**src/rtl/trap_commit_pkg.sv**
```systemverilog
// Shared constants, FSM encoding and the latched trap-request payload for trap_commit.
package trap_commit_pkg;

  localparam int unsigned XLEN    = 32;
  localparam int unsigned CSR_AW  = 12;
  localparam int unsigned MODE_W  = 2;

  localparam logic [CSR_AW-1:0] CSR_MSTATUS = 12'h300;
  localparam logic [CSR_AW-1:0] CSR_MTVEC   = 12'h305;
  localparam logic [CSR_AW-1:0] CSR_MEPC    = 12'h341;
  localparam logic [CSR_AW-1:0] CSR_MCAUSE  = 12'h342;

  localparam logic [MODE_W-1:0] MODE_U = 2'b00;
  localparam logic [MODE_W-1:0] MODE_S = 2'b01;
  localparam logic [MODE_W-1:0] MODE_M = 2'b11;

  localparam int unsigned MSTATUS_MIE    = 3;
  localparam int unsigned MSTATUS_MPIE   = 7;
  localparam int unsigned MSTATUS_MPP_LO = 11;
  localparam int unsigned MSTATUS_MPP_HI = 12;

  typedef enum logic [1:0] {
    ST_IDLE    = 2'd0,
    ST_SAVE    = 2'd1,
    ST_RESTORE = 2'd2,
    ST_JUMP    = 2'd3
  } state_e;

  typedef struct packed {
    logic [XLEN-1:0]   pc;
    logic [XLEN-1:0]   code;
    logic [XLEN-1:0]   jmp_to;
    logic              chmode_do;
    logic [MODE_W-1:0] chmode_to;
  } trap_req_t;

endpackage

```
**src/rtl/trap_commit_if.sv**
```systemverilog
// Trap-unit / pipeline side bus of trap_commit: requests, CSR port and redirect outputs.
interface trap_commit_if;
  import trap_commit_pkg::*;

  logic                mmu_wait;
  logic                trap_en;
  logic [XLEN-1:0]     trap_pc;
  logic [XLEN-1:0]     trap_code;
  logic [XLEN-1:0]     trap_jmp_to;
  logic                chmode_do;
  logic [MODE_W-1:0]   chmode_to;
  logic                mret_en;
  logic                csr_wen;
  logic [CSR_AW-1:0]   csr_waddr;
  logic [XLEN-1:0]     csr_wdata;
  logic [CSR_AW-1:0]   csr_raddr;
  logic [XLEN-1:0]     csr_rdata;
  logic [1:0]          trap_vec_mode;
  logic [XLEN-1:0]     trap_vec_base;
  logic                int_allow;
  logic [MODE_W-1:0]   mode;
  logic                flush;
  logic [XLEN-1:0]     new_pc;
  logic                busy;

  modport master (
    output mmu_wait, trap_en, trap_pc, trap_code, trap_jmp_to, chmode_do, chmode_to,
           mret_en, csr_wen, csr_waddr, csr_wdata, csr_raddr,
    input  csr_rdata, trap_vec_mode, trap_vec_base, int_allow, mode, flush, new_pc, busy
  );

  modport slave (
    input  mmu_wait, trap_en, trap_pc, trap_code, trap_jmp_to, chmode_do, chmode_to,
           mret_en, csr_wen, csr_waddr, csr_wdata, csr_raddr,
    output csr_rdata, trap_vec_mode, trap_vec_base, int_allow, mode, flush, new_pc, busy
  );
endinterface

```
**src/rtl/trap_csr_regs.sv**
```systemverilog
// Machine trap CSR storage (mstatus/mtvec/mepc/mcause) with write port, trap save/restore and read mux.
module trap_csr_regs
  import trap_commit_pkg::*;
(
  input  logic                clk,
  input  logic                rst_n,
  input  logic                en,
  input  logic                wen,
  input  logic [CSR_AW-1:0]   waddr,
  input  logic [XLEN-1:0]     wdata,
  input  logic [CSR_AW-1:0]   raddr,
  output logic [XLEN-1:0]     rdata,
  input  logic                save,
  input  logic [XLEN-1:0]     save_pc,
  input  logic [XLEN-1:0]     save_code,
  input  logic [MODE_W-1:0]   save_mode,
  input  logic                restore,
  output logic                mie,
  output logic [MODE_W-1:0]   mpp,
  output logic [XLEN-1:0]     mepc,
  output logic [XLEN-1:0]     mtvec
);

  logic            mpie;
  logic [XLEN-1:0] mcause;
  logic [XLEN-1:0] mstatus;

  // Trap save/restore take precedence; the FSM never raises them together with wen.
  always_ff @(posedge clk or negedge rst_n) begin
    if (!rst_n) begin
      mie    <= 1'b0;
      mpie   <= 1'b0;
      mpp    <= MODE_U;
      mepc   <= '0;
      mcause <= '0;
      mtvec  <= '0;
    end else if (en) begin
      if (save) begin
        mepc   <= {save_pc[XLEN-1:2], 2'b00};
        mcause <= save_code;
        mpie   <= mie;
        mie    <= 1'b0;
        mpp    <= save_mode;
      end else if (restore) begin
        mie    <= mpie;
        mpie   <= 1'b1;
        mpp    <= MODE_U;
      end else if (wen) begin
        case (waddr)
          CSR_MSTATUS: begin
            mie  <= wdata[MSTATUS_MIE];
            mpie <= wdata[MSTATUS_MPIE];
            mpp  <= wdata[MSTATUS_MPP_HI:MSTATUS_MPP_LO];
          end
          CSR_MTVEC:  mtvec  <= wdata;
          CSR_MEPC:   mepc   <= {wdata[XLEN-1:2], 2'b00};
          CSR_MCAUSE: mcause <= wdata;
          default: ;
        endcase
      end
    end
  end

  always_comb begin
    mstatus = '0;
    mstatus[MSTATUS_MIE]                   = mie;
    mstatus[MSTATUS_MPIE]                  = mpie;
    mstatus[MSTATUS_MPP_HI:MSTATUS_MPP_LO] = mpp;
  end

  always_comb begin
    rdata = '0;
    case (raddr)
      CSR_MSTATUS: rdata = mstatus;
      CSR_MTVEC:   rdata = mtvec;
      CSR_MEPC:    rdata = mepc;
      CSR_MCAUSE:  rdata = mcause;
      default:     rdata = '0;
    endcase
  end

endmodule

```
**src/rtl/trap_commit.sv**
```systemverilog
// Trap commit: sequences trap entry / MRET, switches privilege and issues a registered flush + redirect.
module trap_commit
  import trap_commit_pkg::*;
(
  input  logic         clk,
  input  logic         rst_n,
  trap_commit_if.slave bus
);

  state_e            state, state_nxt;
  trap_req_t         req;
  logic              go;
  logic              accept_trap;
  logic              csr_we;
  logic              do_save;
  logic              do_restore;
  logic [MODE_W-1:0] mode;
  logic              flush;
  logic              int_allow;
  logic [XLEN-1:0]   new_pc;
  logic              mie;
  logic [MODE_W-1:0] mpp;
  logic [XLEN-1:0]   mepc;
  logic [XLEN-1:0]   mtvec;

  assign go = !bus.mmu_wait;

  always_ff @(posedge clk or negedge rst_n) begin
    if (!rst_n)  state <= ST_IDLE;
    else if (go) state <= state_nxt;
  end

  // Trap beats MRET; CSR writes only land in an otherwise quiet IDLE cycle.
  always_comb begin
    state_nxt   = state;
    accept_trap = 1'b0;
    csr_we      = 1'b0;
    do_save     = 1'b0;
    do_restore  = 1'b0;
    case (state)
      ST_IDLE: begin
        if (bus.trap_en) begin
          accept_trap = 1'b1;
          state_nxt   = ST_SAVE;
        end else if (bus.mret_en) begin
          state_nxt   = ST_RESTORE;
        end else begin
          csr_we      = bus.csr_wen;
        end
      end
      ST_SAVE: begin
        do_save   = 1'b1;
        state_nxt = ST_JUMP;
      end
      ST_RESTORE: begin
        do_restore = 1'b1;
        state_nxt  = ST_JUMP;
      end
      ST_JUMP: state_nxt = ST_IDLE;
      default: state_nxt = ST_IDLE;
    endcase
  end

  always_ff @(posedge clk or negedge rst_n) begin
    if (!rst_n) begin
      req       <= '0;
      mode      <= MODE_M;
      new_pc    <= '0;
      flush     <= 1'b0;
      int_allow <= 1'b0;
    end else if (go) begin
      if (accept_trap) begin
        req <= '{pc: bus.trap_pc, code: bus.trap_code, jmp_to: bus.trap_jmp_to,
                 chmode_do: bus.chmode_do, chmode_to: bus.chmode_to};
      end
      if (do_save) begin
        mode   <= req.chmode_do ? req.chmode_to : MODE_M;
        new_pc <= req.jmp_to;
      end else if (do_restore) begin
        mode   <= mpp;
        new_pc <= mepc;
      end
      flush     <= (state == ST_JUMP);
      int_allow <= (mode != MODE_M) || mie;
    end
  end

  trap_csr_regs u_csr (
    .clk       (clk),
    .rst_n     (rst_n),
    .en        (go),
    .wen       (csr_we),
    .waddr     (bus.csr_waddr),
    .wdata     (bus.csr_wdata),
    .raddr     (bus.csr_raddr),
    .rdata     (bus.csr_rdata),
    .save      (do_save),
    .save_pc   (req.pc),
    .save_code (req.code),
    .save_mode (mode),
    .restore   (do_restore),
    .mie       (mie),
    .mpp       (mpp),
    .mepc      (mepc),
    .mtvec     (mtvec)
  );

  assign bus.mode          = mode;
  assign bus.flush         = flush;
  assign bus.new_pc        = new_pc;
  assign bus.int_allow     = int_allow;
  assign bus.busy          = (state != ST_IDLE);
  assign bus.trap_vec_mode = mtvec[1:0];
  assign bus.trap_vec_base = {mtvec[XLEN-1:2], 2'b00};

endmodule
```
**src/flat_wrapper.sv**
```systemverilog
// flat-port wrapper written by rule: the top's interface ports become plain ports
module trap_commit_flat import trap_commit_pkg::*;
  (clk, rst_n, bus_mmu_wait, bus_trap_en, bus_trap_pc, bus_trap_code, bus_trap_jmp_to, bus_chmode_do, bus_chmode_to, bus_mret_en, bus_csr_wen, bus_csr_waddr, bus_csr_wdata, bus_csr_raddr, bus_csr_rdata, bus_trap_vec_mode, bus_trap_vec_base, bus_int_allow, bus_mode, bus_flush, bus_new_pc, bus_busy);
  trap_commit_if bus_i ();
  input  logic clk;
  input  logic rst_n;
  input wire logic [$bits(bus_i.mmu_wait)-1:0] bus_mmu_wait;
  input wire logic [$bits(bus_i.trap_en)-1:0] bus_trap_en;
  input wire logic [$bits(bus_i.trap_pc)-1:0] bus_trap_pc;
  input wire logic [$bits(bus_i.trap_code)-1:0] bus_trap_code;
  input wire logic [$bits(bus_i.trap_jmp_to)-1:0] bus_trap_jmp_to;
  input wire logic [$bits(bus_i.chmode_do)-1:0] bus_chmode_do;
  input wire logic [$bits(bus_i.chmode_to)-1:0] bus_chmode_to;
  input wire logic [$bits(bus_i.mret_en)-1:0] bus_mret_en;
  input wire logic [$bits(bus_i.csr_wen)-1:0] bus_csr_wen;
  input wire logic [$bits(bus_i.csr_waddr)-1:0] bus_csr_waddr;
  input wire logic [$bits(bus_i.csr_wdata)-1:0] bus_csr_wdata;
  input wire logic [$bits(bus_i.csr_raddr)-1:0] bus_csr_raddr;
  output wire logic [$bits(bus_i.csr_rdata)-1:0] bus_csr_rdata;
  output wire logic [$bits(bus_i.trap_vec_mode)-1:0] bus_trap_vec_mode;
  output wire logic [$bits(bus_i.trap_vec_base)-1:0] bus_trap_vec_base;
  output wire logic [$bits(bus_i.int_allow)-1:0] bus_int_allow;
  output wire logic [$bits(bus_i.mode)-1:0] bus_mode;
  output wire logic [$bits(bus_i.flush)-1:0] bus_flush;
  output wire logic [$bits(bus_i.new_pc)-1:0] bus_new_pc;
  output wire logic [$bits(bus_i.busy)-1:0] bus_busy;
  assign bus_i.mmu_wait = bus_mmu_wait;
  assign bus_i.trap_en = bus_trap_en;
  assign bus_i.trap_pc = bus_trap_pc;
  assign bus_i.trap_code = bus_trap_code;
  assign bus_i.trap_jmp_to = bus_trap_jmp_to;
  assign bus_i.chmode_do = bus_chmode_do;
  assign bus_i.chmode_to = bus_chmode_to;
  assign bus_i.mret_en = bus_mret_en;
  assign bus_i.csr_wen = bus_csr_wen;
  assign bus_i.csr_waddr = bus_csr_waddr;
  assign bus_i.csr_wdata = bus_csr_wdata;
  assign bus_i.csr_raddr = bus_csr_raddr;
  assign bus_csr_rdata = bus_i.csr_rdata;
  assign bus_trap_vec_mode = bus_i.trap_vec_mode;
  assign bus_trap_vec_base = bus_i.trap_vec_base;
  assign bus_int_allow = bus_i.int_allow;
  assign bus_mode = bus_i.mode;
  assign bus_flush = bus_i.flush;
  assign bus_new_pc = bus_i.new_pc;
  assign bus_busy = bus_i.busy;
  trap_commit u_core (.clk(clk), .rst_n(rst_n), .bus(bus_i));
endmodule
```
**config.mk**
```make
export PLATFORM = sky130hd
export DESIGN_NAME = trap_commit_flat
export DESIGN_NICKNAME = d
export VERILOG_FILES = /design/src/rtl/trap_commit_pkg.sv /design/src/rtl/trap_commit_if.sv /design/src/rtl/trap_csr_regs.sv /design/src/rtl/trap_commit.sv /design/src/flat_wrapper.sv
export SDC_FILE = /design/constraint.sdc
export NUM_CORES = 1
export LEC_CHECK = 0
export CAP_MARGIN = 15
export CORE_MARGIN = 4
export CORE_UTILIZATION = 52
export CTS_BUF_LIST = sky130_fd_sc_hd__clkbuf_8
export CTS_CLUSTER_SIZE = 40
export DETAILED_ROUTE_END_ITERATION = 10
export PLACE_DENSITY_LB_ADDON = 0.15
export SYNTH_ARGS = -nofsm -noshare
export SYNTH_HDL_FRONTEND = slang
export SYNTH_SLANG_ARGS = --single-unit
```
**constraint.sdc**
```tcl
create_clock -name clk -period 3.2 [get_ports clk]
set_input_delay 0.32 -clock clk [delete_from_list [all_inputs] [get_ports clk]]
set_output_delay 0.32 -clock clk [all_outputs]
set_load 0.005 [all_outputs]
```
==> results of run 1 <==
[logic make-up after synthesis]
family          after synthesis
flops                       233
fa+ha+maj                     4
mux                         183
compound gates              224
other cells                   1
simple gates                180
buf+inv                      89
[worst max-delay path by stage]
stage | startpoint | end | depth (start not counted)
3_5_place_dp | bus_csr_raddr[11] | bus_csr_rdata[15] | 7
3_3_place_gp | bus_csr_raddr[11] | bus_csr_rdata[15] | 7
4_1_cts | bus_csr_raddr[11] | bus_csr_rdata[15] | 7
5_1_grt | bus_csr_raddr[11] | bus_csr_rdata[7] | 6
6_report | bus_csr_raddr[11] | bus_csr_rdata[16] | 7
2_1_floorplan | u_core.state[0] | u_core.u_csr.mtvec[0] | 6
[cell usage in the layout (no fill, tap or decap), drive strengths merged, types with 3 or more instances in the layout]
| master | instances |
|---|---|
| clkdlybuf4s50 | 258 |
| dfrtp | 231 |
| mux2 | 134 |
| a211oi | 61 |
| clkbuf | 51 |
| mux2i | 49 |
| nand2 | 44 |
| nor2 | 39 |
| o22ai | 37 |
| o21ai | 35 |
| buf | 33 |
| a221o | 31 |
| and3 | 27 |
| inv | 26 |
| a21oi | 25 |
| nor3 | 21 |
| or3 | 19 |
| a2bb2oi | 15 |
| o22a | 15 |
| nand3 | 9 |
| a22o | 4 |
| clkinv | 4 |
| ha | 4 |
| nor2b | 3 |
[registers in the layout, indices dropped and copies added, names as in the netlist]
signal                count
u_core.u_csr.mcause      32
u_core.bus.flush          1
u_core.bus.new_pc        32
u_core.u_csr.mpie         1
u_core.u_csr.mpp          2
u_core.u_csr.mie          1
u_core.req               97
u_core.u_csr.mepc        30
u_core.u_csr.mtvec       32
u_core.bus.int_allow      1
u_core.bus.mode           2
u_core.state              2
[area by class of cell]
type / instances / share of cell area
well taps: 270 / 0.0232
multi-input cells: 593 / 0.319
flip-flops and latches: 233 / 0.401
repair buffers: 292 / 0.200
clock buffers: 51 / 0.0482
clock inverters: 23 / 0.00653
inverters: 8 / 0.00206
[report_power, final]
group	switching, mW	internal [mW]	total [mW]
sequential	0.961	4.19	5.15
clock	1.18	1.43	2.62
combinational	1.68	2.05	3.74
[per-stage QoR]
| stage | hold slack (ps) | cell area, µm² | power, mW | util | cells |
|---|---|---|---|---|---|
| 2_1_floorplan | 24.4 | 10900 | 7.29 | - | 915 |
| 3_3_place_gp | 422 | 13800 | 8.71 | 0.673 | 1395 |
| 3_5_place_dp | 418 | 13800 | 8.89 | 0.673 | 1395 |
| 4_1_cts | 379 | 14600 | 11.5 | 0.713 | 1470 |
| 5_1_grt | 384 | 14600 | 12.2 | 0.713 | 1470 |
| 6_report | 400 | 14600 | 11.5 | 0.713 | 1470 |
[critical path, stage by stage]
cell             delay, ps
clkdlybuf4s50_1        420
nor4b_2                410
and4b_1                310
and3_1                 240
buf_12                 180
a221o_1                210
clkdlybuf4s50_1        510
[layer usage]
metal | GRT usage | wire length [µm]
met5 | 0 | 8
met4 | 0.0764 | 720
met3 | 0.0568 | 2710
met2 | 0.376 | 14000
met1 | 0.426 | 14800
[what timing repair did]
item,4_1_cts,5_1_grt
hold endpoints to repair,97,0
hold buffers,1,0
setup endpoints to repair,0,0
setup buffers,0,0
==> key figures, run 1 <==
Synthesis
  – Multiplexer area fraction after synthesis: 0.184
  – Largest family of logic cells by synthesized area: multiplexers
  – Dominant cell by count in the synthesized netlist: dfrtp_1
  – Synth top area cells: dfrtp_1 (53%), mux2_2 (14%), mux2i_1 (4.5%), a211oi_1 (4.1%), a221o_1 (2.8%)
  – Top cells by count, synth: dfrtp_1 (231), mux2_2 (132), a211oi_1 (60)
  – Flops & latches, synth: 233
  – Compound-gate portion of the synthesized area: 0.148
  – Number of synthesized flops with an enable pin: 0
  – Post-synthesis instance total: 914
  – YS warnings: 0
  – Post-Synth Adder-Cell Area: 0.00460
  – Post-synthesis xor/xnor area fraction: 0
  – Mean Syn Cell Area: 11.9 µm²
  – Mapped Area: 10,900 µm²
  – Top FF cell, synth: dfrtp_1
  – Yosys cell types: 47
  – Area share of the largest cell type after synthesis: 0.531
  – Register area share after synthesis: 0.536
  – Async set-or-reset flop fraction in the synthesized netlist: 1.00
  – Cell taking the most area after synthesis: dfrtp_1
  – Simple-Gate Fraction of Synth Area: 0.0863

Worst hold path
  – Worst Hold Class: in2reg
  – Cells on Worst Hold Path: 2
  – Worst Hold Path EP: u_core.req[91]
  – HP Start: bus_trap_pc[24]

Placed design
  – DP HPWL: 22,900 µm
  – Placer Congestion: 0.921
  – IO Port Bufs: 259
  – Dpl ws: 257 ps

Die
  – Die Height: 153 µm
  – Row count: 52
  – Ports: 264
  – Starting Density: 0.533
  – Die W: 153 µm
  – Die Footprint: 23,300 µm²
  – Area of the core: 20,400 µm²

Global routing
  – Largest net degree at the start of global routing: 102
  – GRT overflow: 0
  – Vias in the first global route: 8,383
  – First-pass GRT wire length: 50,000 µm
  – Antenna violations before repair: 2
  – Total GRT Usage: 0.270

Routing
  – Final ANT Viol Nets: 0
  – Final WL: 32,300 µm
  – Via/cell ratio: 5.92
  – Wire per inst: 22.0 µm
  – DR vias: 8,704
  – Iter 0 DRT Violations: 828
  – DR pass1 iterations: 5
  – DRC violations left: 0

Layout
  – Share of cells above drive strength 1: 0.198
  – Nets: 1,335
  – Diodes inserted: 0
  – Multi-input combinational cell area: 4650 µm²
  – Area delta synth->final: 33.7%
  – Reg area: 5830 µm²
  – # fillers: 1,551

CTS
  – Max H-tree Level: 2
  – Max Root-Sink Buffers: 3
  – Post-cts resize count: 0
  – CTS tree: yes
  – CTS Root Cell: clkbuf_8
  – Clock slew at reported path FFs: 60 ps
  – Num Clock Sinks: 233
  – Num CTS Buffers: 42
  – Worst-Skew Late Latency: 530 ps

Job
  – Max cap viols: 0

STA
  – Setup_tns: 0 ps
  – Unrepaired setup endpoints after global routing: no
  – Clock skew: 10.9 ps
  – Final setup viols: 0
  – Tcrit/Tclk final: 0.916
  – Slew Limit Fails: 0
  – Period minus WS final: 2930 ps
  – Achievable frequency: 341 MHz
  – Tightest Pin Transition: 765 ps
  – Rel. slew slack: 0.490
  – Min setup slack post-route: 270 ps
  – Fin. Hold Viols: 0

Setup path
  – CP max FO: 20
  – Setup Crit Path Kind: in2out
  – CP Data Arrival Time: 2610 ps
  – R2r setup slk: 500 ps
  – Worst R2R End: u_core.u_csr.mtvec[8]
  – Worst Path Required: 2880 ps
  – Crit end category: primary output
  – Worst r2r src: u_core.state[0]
  – Kind of start point of the critical path: input port
  – Worst r2r path cells: 6

Power and ir drop
  – Leakage: 6.18 nW
  – Worst VDD drop: 490 µV
  – Power Dens Cells: 790 nW/µm²

Outcome
  – Status: finished, final reports clean
Power figures use the tool's default switching activity.
==> run 2, diff against run 1 <==
--- a/config.mk
+++ b/config.mk
@@ -6,11 +6,13 @@
 export NUM_CORES = 1
 export LEC_CHECK = 0
 export CAP_MARGIN = 15
-export CORE_MARGIN = 4
-export CORE_UTILIZATION = 52
+export CELL_PAD_IN_SITES_DETAIL_PLACEMENT = 1
+export CELL_PAD_IN_SITES_GLOBAL_PLACEMENT = 1
+export CORE_UTILIZATION = 40
 export CTS_BUF_LIST = sky130_fd_sc_hd__clkbuf_8
 export CTS_CLUSTER_SIZE = 40
 export DETAILED_ROUTE_END_ITERATION = 10
+export GPL_ROUTABILITY_DRIVEN = 0
 export PLACE_DENSITY_LB_ADDON = 0.15
 export SYNTH_ARGS = -nofsm -noshare
 export SYNTH_HDL_FRONTEND = slang
==> run 2 against run 1 <==
Count of clock-buffer cells in the layout up 2. Register-to-register slack better by 110 ps. Sequential power up 1%. Fmax down 3.2%. First-iteration DRC count down 26%. Via count up 3.0%. Critical path type unchanged. Largest cell class unchanged.
==> key figures, run 2 (same netlist as run 1, synthesis figures left out) <==
Global routing
  – First-pass GRT wire length: 56,300 µm
  – Vias in the first global route: 9,236
  – Total GRT Usage: 0.263
  – GRT overflow: 0
  – Largest net degree at the start of global routing: 91
  – Antenna violations before repair: 4

CTS
  – Worst-Skew Late Latency: 550 ps
  – Clock slew at reported path FFs: 60 ps
  – Max Root-Sink Buffers: 3
  – Num CTS Buffers: 42
  – Post-cts resize count: 0
  – CTS Root Cell: clkbuf_8
  – Num Clock Sinks: 233
  – Max H-tree Level: 2
  – CTS tree: yes

Routing
  – Wire per inst: 23.5 µm
  – DR pass1 iterations: 5
  – Via/cell ratio: 5.81
  – Final ANT Viol Nets: 0
  – Iter 0 DRT Violations: 611
  – Final WL: 36,300 µm
  – DRC violations left: 0
  – DR vias: 8,966

Setup path
  – Critical path buffers and inverters: 4
  – CP max FO: 13
  – CP Cell Sequence: clkdlybuf4s50_1, nor4b_2, buf_4, and4b_1, and3_1, buf_4, a221o_1, clkdlybuf4s50_1
  – Setup Crit Path Kind: in2out
  – Worst Path Required: 2880 ps
  – Kind of start point of the critical path: input port
  – Crit path max-delay cell type: clkdlybuf4s50_1
  – CP Data Arrival Time: 2710 ps
  – Crit end category: primary output
  – Crit path max-delay family: buffers and inverters
  – R2r setup slk: 610 ps
  – Largest stage delay on the critical path: 520 ps

STA
  – Setup_tns: 0 ps
  – Slew Limit Fails: 0
  – Final setup viols: 0
  – Unrepaired setup endpoints after global routing: no
  – Tightest Pin Transition: 774 ps
  – Rel. slew slack: 0.484
  – Min Hold Slack: 369 ps
  – Period minus WS final: 3030 ps
  – Achievable frequency: 330 MHz
  – Tcrit/Tclk final: 0.946
  – Fin. Hold Viols: 0
  – Clock skew: 12.3 ps

Layout
  – Final instance area: 14,800 µm²
  – Max FFs per register: 97
  – Area delta synth->final: 36.1%
  – Most frequent cells in the layout: clkdlybuf4s50_1 (258), dfrtp_1 (231), mux2_2 (132)
  – # fillers: 2,789
  – Cell Count, Final, Fillers Out: 1,543
  – Nets: 1,336
  – Top reg by flops: u_core.req
  – Share of cells above drive strength 1: 0.202
  – Most common cell after layout, fill and taps aside: clkdlybuf4s50_1

Die
  – Row count: 60
  – Die Footprint: 27,900 µm²
  – Die W: 167 µm
  – Starting Density: 0.406
  – Die Height: 167 µm
  – Area of the core: 26,800 µm²
  – Ports: 264

Power and ir drop
  – Design Power: 12.1 mW
  – Leakage: 6.23 nW
  – Power Dens Cells: 818 nW/µm²
  – Worst VDD drop: 350 µV

Placed design
  – Placed inst area: 13,900 µm²
  – DP HPWL: 25,300 µm
  – Post-Place Cells: 1,467
  – IO Port Bufs: 259

Job
  – Max cap viols: 0

Worst hold path
  – Worst Hold Class: in2async

Outcome
  – Status: finished, final reports clean
[run 2: worst register-to-register path, delay by kind of cell (launching register included)]
family	cells	cell delay, ps
compound gates	2	770
fa+ha+maj	1	330
buf+inv	1	140
flops	1	420
simple gates	2	860
[run 2: report_power, final]
part	switching [mW]	internal (mW)	total, mW
clock network	1.26	1.81	3.07
registers	1.03	4.19	5.22
logic	1.77	2.06	3.83
[run 2: cell type report]
class | count | area (µm²) | area share
repair buffers | 293 | 2960 | 0.199
diodes | 3 | 7.51 | 0.000507
flip-flops and latches | 233 | 5830 | 0.394
multi-input cells | 593 | 4650 | 0.314
inverters | 8 | 30.0 | 0.00203
well taps | 341 | 427 | 0.0288
clock buffers | 53 | 729 | 0.0492
clock inverters | 19 | 184 | 0.0124
[run 2: path summary, 6_finish.rpt]
check                      cells past startpoint                endpoint                  start
min in group clk                               2          u_core.req[57]      bus_trap_code[22]
max in group asynchronous                      3      u_core.bus.mode[0]                  rst_n
hold reg to reg                                2   u_core.bus.new_pc[17]  u_core.bus.new_pc[17]
hold / removal                                 2    u_core.bus.new_pc[8]                  rst_n
setup reg to reg                               6  u_core.u_csr.mcause[4]        u_core.state[1]
setup / recovery                               8       bus_csr_rdata[14]      bus_csr_raddr[11]
[run 2: repair_timing]
item                                   4_1_cts  5_1_grt
endpoints found under the hold margin       86        0
setup buffers                                0        0
hold buffers                                 1        0
[run 2: per-stage QoR]
step | setup WS [ps] | utilization
floorplan | 946 | -
global placement | 233 | 0.518
detailed placement | 223 | 0.518
CTS | 200 | 0.553
global route | 61.9 | 0.553
finish | 172 | 0.553
[run 2: layer usage]
metal | GRT usage | routed length, µm | part of all wire
met5 | 0 | 0 | 0
met4 | 0.100 | 1220 | 0.033
met2 | 0.378 | 15600 | 0.43
met1 | 0.393 | 17200 | 0.47
met3 | 0.0456 | 2220 | 0.061
